[src/rtl/fifo_rd_stream_if.sv]
// ============================================================================
// fifo_rd_stream_if : valid/ready stream carrying words out of the FIFO reader
// Revision: 1.0
// ============================================================================
`default_nettype none

interface fifo_rd_stream_if #(
   parameter int DSIZE = 8
);
   logic             valid;
   logic [DSIZE-1:0] data;
   logic             ready;

   modport master (output valid, output data, input ready);
   modport slave  (input valid, input data, output ready);
endinterface

`default_nettype wire

[src/rtl/fifo_rd_stream.sv]
// ============================================================================
// fifo_rd_stream : FIFO pop port to registered valid/ready stream, 2-entry skid
// Revision: 1.0
// ============================================================================
`default_nettype none

module fifo_rd_stream #(
   parameter int DSIZE = 8,
   parameter int CSIZE = 16
) (
   input  wire logic             rclk,
   input  wire logic             rrst,
   input  wire logic             rempty,
   input  wire logic [DSIZE-1:0] rdata,
   output logic                  rinc,
   input  wire logic             flush,
   fifo_rd_stream_if.master      m,
   output logic [1:0]            level,
   output logic [CSIZE-1:0]      rd_cnt
);

   typedef enum logic [1:0] {
      EMPTY = 2'd0,
      ONE   = 2'd1,
      TWO   = 2'd2
   } state_t;

   state_t           state;
   state_t           state_nxt;
   logic             out_valid;
   logic [DSIZE-1:0] out_data;
   logic [DSIZE-1:0] skid;
   logic             skid_valid;
   logic             pop;
   logic             acc;
   logic             load_out_fifo;
   logic             load_out_skid;
   logic             load_skid;

   // Pop depends only on flops and FIFO flags, so m.ready never reaches rinc.
   assign rinc  = !rempty && !skid_valid && !flush && !rrst;
   assign pop   = rinc;
   assign acc   = out_valid && m.ready;
   assign level = state;

   assign m.valid = out_valid;
   assign m.data  = out_data;

   always_comb begin
      state_nxt     = state;
      load_out_fifo = 1'b0;
      load_out_skid = 1'b0;
      load_skid     = 1'b0;
      if (flush) begin
         state_nxt = EMPTY;
      end else begin
         case (state)
            EMPTY: begin
               if (pop) begin
                  state_nxt     = ONE;
                  load_out_fifo = 1'b1;
               end
            end
            ONE: begin
               if (pop && acc) begin
                  load_out_fifo = 1'b1;
               end else if (pop) begin
                  state_nxt = TWO;
                  load_skid = 1'b1;
               end else if (acc) begin
                  state_nxt = EMPTY;
               end
            end
            TWO: begin
               if (acc) begin
                  state_nxt     = ONE;
                  load_out_skid = 1'b1;
               end
            end
            default: state_nxt = EMPTY;
         endcase
      end
   end

   always_ff @(posedge rclk or posedge rrst) begin
      if (rrst) begin
         state      <= EMPTY;
         out_valid  <= 1'b0;
         out_data   <= '0;
         skid       <= '0;
         skid_valid <= 1'b0;
         rd_cnt     <= '0;
      end else begin
         state      <= state_nxt;
         out_valid  <= (state_nxt != EMPTY);
         skid_valid <= (state_nxt == TWO);
         if (load_out_fifo) begin
            out_data <= rdata;
         end else if (load_out_skid) begin
            out_data <= skid;
         end
         if (load_skid) begin
            skid <= rdata;
         end
         // A transfer on the flush edge still happened downstream, so it counts.
         if (acc) begin
            rd_cnt <= rd_cnt + {{(CSIZE-1){1'b0}}, 1'b1};
         end
      end
   end

endmodule

`default_nettype wire

[src/flat_wrapper.sv]
// flat-port wrapper written by rule: the top's interface ports become plain ports
module fifo_rd_stream_flat 
#(
   parameter int DSIZE = 8,
   parameter int CSIZE = 16
)
  (rclk, rrst, rempty, rdata, rinc, flush, level, rd_cnt, m_valid, m_data, m_ready);
  fifo_rd_stream_if #(.DSIZE(DSIZE)) m_i ();
  input  wire logic rclk;
  input  wire logic rrst;
  input  wire logic rempty;
  input  wire logic [DSIZE-1:0] rdata;
  output logic rinc;
  input  wire logic flush;
  output logic [1:0] level;
  output logic [CSIZE-1:0] rd_cnt;
  output wire logic [$bits(m_i.valid)-1:0] m_valid;
  output wire logic [$bits(m_i.data)-1:0] m_data;
  input wire logic [$bits(m_i.ready)-1:0] m_ready;
  assign m_valid = m_i.valid;
  assign m_data = m_i.data;
  assign m_i.ready = m_ready;
  fifo_rd_stream #(.DSIZE(DSIZE), .CSIZE(CSIZE)) u_core (.rclk(rclk), .rrst(rrst), .rempty(rempty), .rdata(rdata), .rinc(rinc), .flush(flush), .m(m_i), .level(level), .rd_cnt(rd_cnt));
endmodule
[config.mk]
export PLATFORM = sky130hd
export DESIGN_NAME = fifo_rd_stream_flat
export DESIGN_NICKNAME = d
export VERILOG_FILES = /design/src/rtl/fifo_rd_stream_if.sv /design/src/rtl/fifo_rd_stream.sv /design/src/flat_wrapper.sv
export SDC_FILE = /design/constraint.sdc
export NUM_CORES = 1
export LEC_CHECK = 0
export CAP_MARGIN = 10
export CORE_MARGIN = 1.5
export CORE_UTILIZATION = 50
export CTS_BUF_LIST = sky130_fd_sc_hd__clkbuf_2 sky130_fd_sc_hd__clkbuf_4 sky130_fd_sc_hd__clkbuf_8
export DETAILED_ROUTE_END_ITERATION = 7
export PLACE_DENSITY = 0.9
export RECOVER_POWER = 25
export SYNTH_ARGS = -nofsm -noshare
export SYNTH_HDL_FRONTEND = slang
export SYNTH_SLANG_ARGS = --single-unit
[constraint.sdc]
create_clock -name rclk -period 1.8 [get_ports rclk]
set_input_delay 0.18 -clock rclk [delete_from_list [all_inputs] [get_ports rclk]]
set_output_delay 0.18 -clock rclk [all_outputs]
set_load 0.005 [all_outputs]
==> impl_metrics.prom <==
# TYPE chip_impl_metric gauge
chip_impl_metric{name="finalSetupViolations",unit=""} 0
chip_impl_metric{name="clock_tree.htree_level_count",unit=""} 2
chip_impl_metric{name="design.portCount",unit=""} 41
chip_impl_metric{name="finClkSkew",unit="ns"} 0.00709
chip_impl_metric{name="final_net_count",unit=""} 199
chip_impl_info{name="hp-class",value="reg -> reg"} 1
chip_impl_metric{name="clkLatencyLatePin",unit="ns"} 0.34
chip_impl_metric{name="max_stage_delay",unit="ns"} 0.51
chip_impl_metric{name="cts_hold_buf",unit=""} 0
chip_impl_metric{name="fp.dieArea",unit="mm^2"} 0.00349
chip_impl_metric{name="antenna_cells",unit=""} 0
chip_impl_metric{name="fillerInstances",unit=""} 213
chip_impl_metric{name="worst-endpoint-required",unit="ns"} 1.62
chip_impl_info{name="final_common_cell",value="sky130_fd_sc_hd__clkdlybuf4s50_1"} 1
chip_impl_metric{name="synth-edff-count",unit=""} 0
chip_impl_metric{name="clock_power_share",unit="%"} 26.6
chip_impl_metric{name="placeableCoreArea",unit="mm^2"} 0.00303
chip_impl_metric{name="vias",unit=""} 1217
chip_impl_metric{name="synth_async_sr_flop_share",unit="%"} 100
chip_impl_info{name="worstHoldStart",value="u_core.rd_cnt[15]"} 1
chip_impl_info{name="ctsRootBufferMaster",value="sky130_fd_sc_hd__clkbuf_4"} 1
chip_impl_metric{name="switching_share",unit="%"} 26.0
chip_impl_metric{name="power.density_cell_area",unit="mW/mm^2"} 953
chip_impl_metric{name="intPower",unit="mW"} 1.56
chip_impl_metric{name="cts_inserted_buffers",unit=""} 5
chip_impl_metric{name="numClockSinks",unit=""} 36
chip_impl_metric{name="grtUsageMet1",unit="%"} 25.0
chip_impl_metric{name="slew_viol_final",unit=""} 0
chip_impl_metric{name="final_cells",unit=""} 230
chip_impl_metric{name="post_synth_inst_count",unit=""} 128
chip_impl_metric{name="fmax",unit="MHz"} 589
chip_impl_metric{name="syn2layout_area_growth",unit="%"} 40.7
chip_impl_metric{name="global_route.overflow_total",unit=""} 0
chip_impl_info{name="worst_setup_ep_type",value="primary output"} 1
chip_impl_metric{name="pin_count_of_the_biggest_net_entering_global_routing",unit=""} 37
chip_impl_metric{name="placed_cells",unit=""} 221
chip_impl_metric{name="syn_nets",unit=""} 142
chip_impl_metric{name="yosysUniqueCellTypes",unit=""} 28
chip_impl_metric{name="post-route-period-util",unit="%"} 94.4
chip_impl_metric{name="ys_seq_elements",unit=""} 36
chip_impl_info{name="status",value="completed"} 1
chip_impl_info{name="layout.cells.most_common_list",value="38 x sky130_fd_sc_hd__clkdlybuf4s50_1, 36 x sky130_fd_sc_hd__dfrtp_1, 13 x sky130_fd_sc_hd__xnor2_1"} 1
chip_impl_info{name="worst_r2r_endpoint",value="u_core.m.data[5]"} 1
chip_impl_metric{name="dpl.hpwl",unit="um"} 2440
chip_impl_metric{name="grt_pass1_wl",unit="um"} 5460
chip_impl_metric{name="place.port_buffers",unit=""} 40
chip_impl_metric{name="dp_worst_slack",unit="ns"} -0.199
chip_impl_metric{name="worstPathBufferInverterCount",unit=""} 2
chip_impl_metric{name="core.rowCount",unit=""} 20
chip_impl_metric{name="cp.arrival",unit="ns"} 1.52
chip_impl_info{name="timing.hold.worst_endpoint",value="u_core.rd_cnt[15]"} 1
chip_impl_metric{name="post_route_antenna_net_violation_count",unit=""} 0
chip_impl_metric{name="firstDrtPassIters",unit=""} 4
chip_impl_metric{name="synth-seq-area-share",unit="%"} 57.3
chip_impl_metric{name="gr-usage-met2",unit="%"} 36.0
chip_impl_metric{name="post_route_cells_drive_above_1_share",unit="%"} 23.1
chip_impl_info{name="worstPathCellList",value="or4_4 -> inv_2 -> dlygate4sd2_1"} 1
chip_impl_metric{name="detail_route.iter0.violations",unit=""} 63
chip_impl_metric{name="reg2reg_slack",unit="ns"} 0.11
chip_impl_metric{name="met3_usage",unit="%"} 5.02
chip_impl_metric{name="worstHoldPathCells",unit=""} 1
chip_impl_metric{name="cts-root-to-sink-buffers",unit=""} 2
chip_impl_metric{name="die_width",unit="um"} 59.1
chip_impl_info{name="critical-path-top-delay-family",value="simple AND/OR/NAND/NOR gates"} 1
chip_impl_info{name="worstSetupPathType",value="reg -> out"} 1
chip_impl_metric{name="sequentialPowerShare",unit="%"} 50.8
chip_impl_metric{name="grt_pass1_vias",unit=""} 1225
chip_impl_metric{name="cts.reportedPaths.clkPinSlew",unit="ns"} 0.11
chip_impl_metric{name="synth.cell_area",unit="mm^2"} 0.00157
chip_impl_metric{name="route.detailed.drc",unit=""} 0
chip_impl_metric{name="initial_antenna_violation_count",unit=""} 0
chip_impl_info{name="slowest_stage",value="sky130_fd_sc_hd__or4_4"} 1
chip_impl_info{name="rr_startpoint",value="u_core.skid_valid"} 1
chip_impl_metric{name="layout_setup_ws",unit="ns"} 0.101
chip_impl_info{name="synth_ff_type",value="sky130_fd_sc_hd__dfrtp_1"} 1
chip_impl_metric{name="grt_use_total",unit="%"} 20.9
chip_impl_info{name="worstSetupStartpointType",value="flop"} 1
chip_impl_metric{name="routed_wire_length_per_instance",unit="um"} 15.1
chip_impl_metric{name="hold_viol_final",unit=""} 0
chip_impl_metric{name="postSynthAreaPerCell",unit="um^2"} 12.3
chip_impl_metric{name="p_sw",unit="mW"} 0.549
chip_impl_metric{name="ir_worst_vdd",unit="mV"} 0.980
chip_impl_metric{name="min_clock_period_post_route",unit="ns"} 1.70
chip_impl_metric{name="yosys_warnings",unit=""} 0
chip_impl_metric{name="power.combinational.fraction",unit="%"} 22.6
chip_impl_metric{name="slew_headroom",unit="%"} 42.9
chip_impl_metric{name="routed_wirelength",unit="um"} 3470
chip_impl_metric{name="gp_routability_congestion",unit=""} 0.809
chip_impl_metric{name="max-cap-violations",unit=""} 0
chip_impl_metric{name="worstPathMaxFanout",unit=""} 3
chip_impl_info{name="tritoncts",value="yes"} 1
chip_impl_info{name="global_route.peak_usage_layer",value="met2"} 1
chip_impl_metric{name="start_util",unit="%"} 51.9
chip_impl_metric{name="floorplan.die.height",unit="um"} 59.1
chip_impl_metric{name="vias_per_cell",unit=""} 5.29
chip_impl_metric{name="worst-slew-pin-transition",unit="ns"} 0.856
chip_impl_metric{name="p_leak",unit="nW"} 1.01
chip_impl_metric{name="ff2ff_path_depth",unit=""} 5
chip_impl_info{name="rsz0062_at_grt",value="false"} 1
## cell usage after synthesis (all sizes together), types with 2 or more instances
cell type,instances,area share (%)
a21oi,3,0.95
a21o,8,3.8
nor3,4,1.6
inv,4,0.95
and2,2,0.80
nand4,3,1.2
o21ai,2,0.64
xnor2,13,7.2
and4,2,1.1
mux2,9,6.4
xor2,2,1.1
nor2,6,1.9
nand3,5,1.6
nand2,12,3.2
a22o,8,5.1
dfrtp,36,57
## worst reg2reg max path, cell delays in order, from the launching register on
cell and delay [ns]:
sky130_fd_sc_hd__dfrtp_1 0.37, sky130_fd_sc_hd__or4_4 0.51, sky130_fd_sc_hd__a211oi_4 0.31, sky130_fd_sc_hd__buf_12 0.16
sky130_fd_sc_hd__nor2_4 0.06, sky130_fd_sc_hd__a21o_1 0.18
## logic make-up (layout without fill, tap and decap cells)
group	count (synthesis)	after routing	synth area share, %
flip-flops	36	36	57.3
XOR/XNOR	15	15	8.35
AO/OA/AOI/OAI	24	24	12.6
adder cells (fa/ha/maj)	1	1	0.795
buffers and inverters	5	63	1.19
AND/OR/NAND/NOR	38	38	13.4
multiplexers	9	9	6.44
## worst max-delay path by stage
| stage | from | to | slack [ns] | depth (start not counted) |
|---|---|---|---|---|
| global route | u_core.skid_valid | rinc | 0.05 | 3 |
| floorplan | u_core.skid_valid | u_core.m.data[0] | 0.12 | 4 |
| detailed placement | flush | u_core.m.data[1] | -0.20 | 6 |
| global placement | flush | rinc | -0.13 | 4 |
| finish | u_core.skid_valid | rinc | 0.10 | 3 |
| CTS | u_core.skid_valid | u_core.m.data[1] | 0.03 | 6 |
## sequential cells by signal, indices dropped and copies added (netlist names)
register           count
u_core.rd_cnt         16
u_core.m.data          8
u_core.skid            8
u_core.level           2
u_core.m.valid         1
u_core.skid_valid      1
## what timing repair did
item / CTS / global route
buffers inserted: 1 / 0
endpoints found under the setup margin: 1 / 5
gates resized for setup: 2 / 0
pin swaps: 1 / 1
cloned: 0 / 1
## per-stage QoR
step	TNS (ns)	power, mW	instance area, um^2	hold slack (ns)	util [%]
after floorplan	0	1.27	1570	0.269	-
after global placement	-1.89	1.53	2110	0.460	69.8
after detailed placement	-3.02	1.56	2110	0.465	69.8
after CTS	0	2.12	2200	0.278	72.6
after global routing	0	2.23	2210	0.498	73.1
final	0	2.11	2210	0.485	73.1
## routing by layer
| layer | share of wire (%) | vias up |
|---|---|---|
| met1 | 43 | 609 |
| met5 | 0 | - |
| met3 | 4.4 | 7 |
| li1 | - | 564 |
| met4 | 1.5 | 0 |
| met2 | 51 | 37 |
## power by group through the flow
stage | combinational (mW) | sequential, mW | clock, mW
final | 0.477 | 1.07 | 0.561
after global routing | 0.521 | 1.09 | 0.612
after CTS | 0.478 | 1.07 | 0.574
after detailed placement | 0.472 | 1.09 | 0
after global placement | 0.454 | 1.08 | 0
after floorplan | 0.196 | 1.08 | 0
## cell type report
| class | count | area [um^2] | share of cell area [%] |
|---|---|---|---|
| Clock inverter | 3 | 42.5 | 1.92 |
| Clock buffer | 5 | 37.5 | 1.70 |
| Timing Repair Buffer | 51 | 509 | 23.0 |
| Multi-Input combinational cell | 87 | 653 | 29.5 |
| Tap cell | 44 | 55.1 | 2.49 |
| Sequential cell | 36 | 901 | 40.7 |
| Inverter | 4 | 15.0 | 0.678 |
Power figures use the tool's default switching activity.
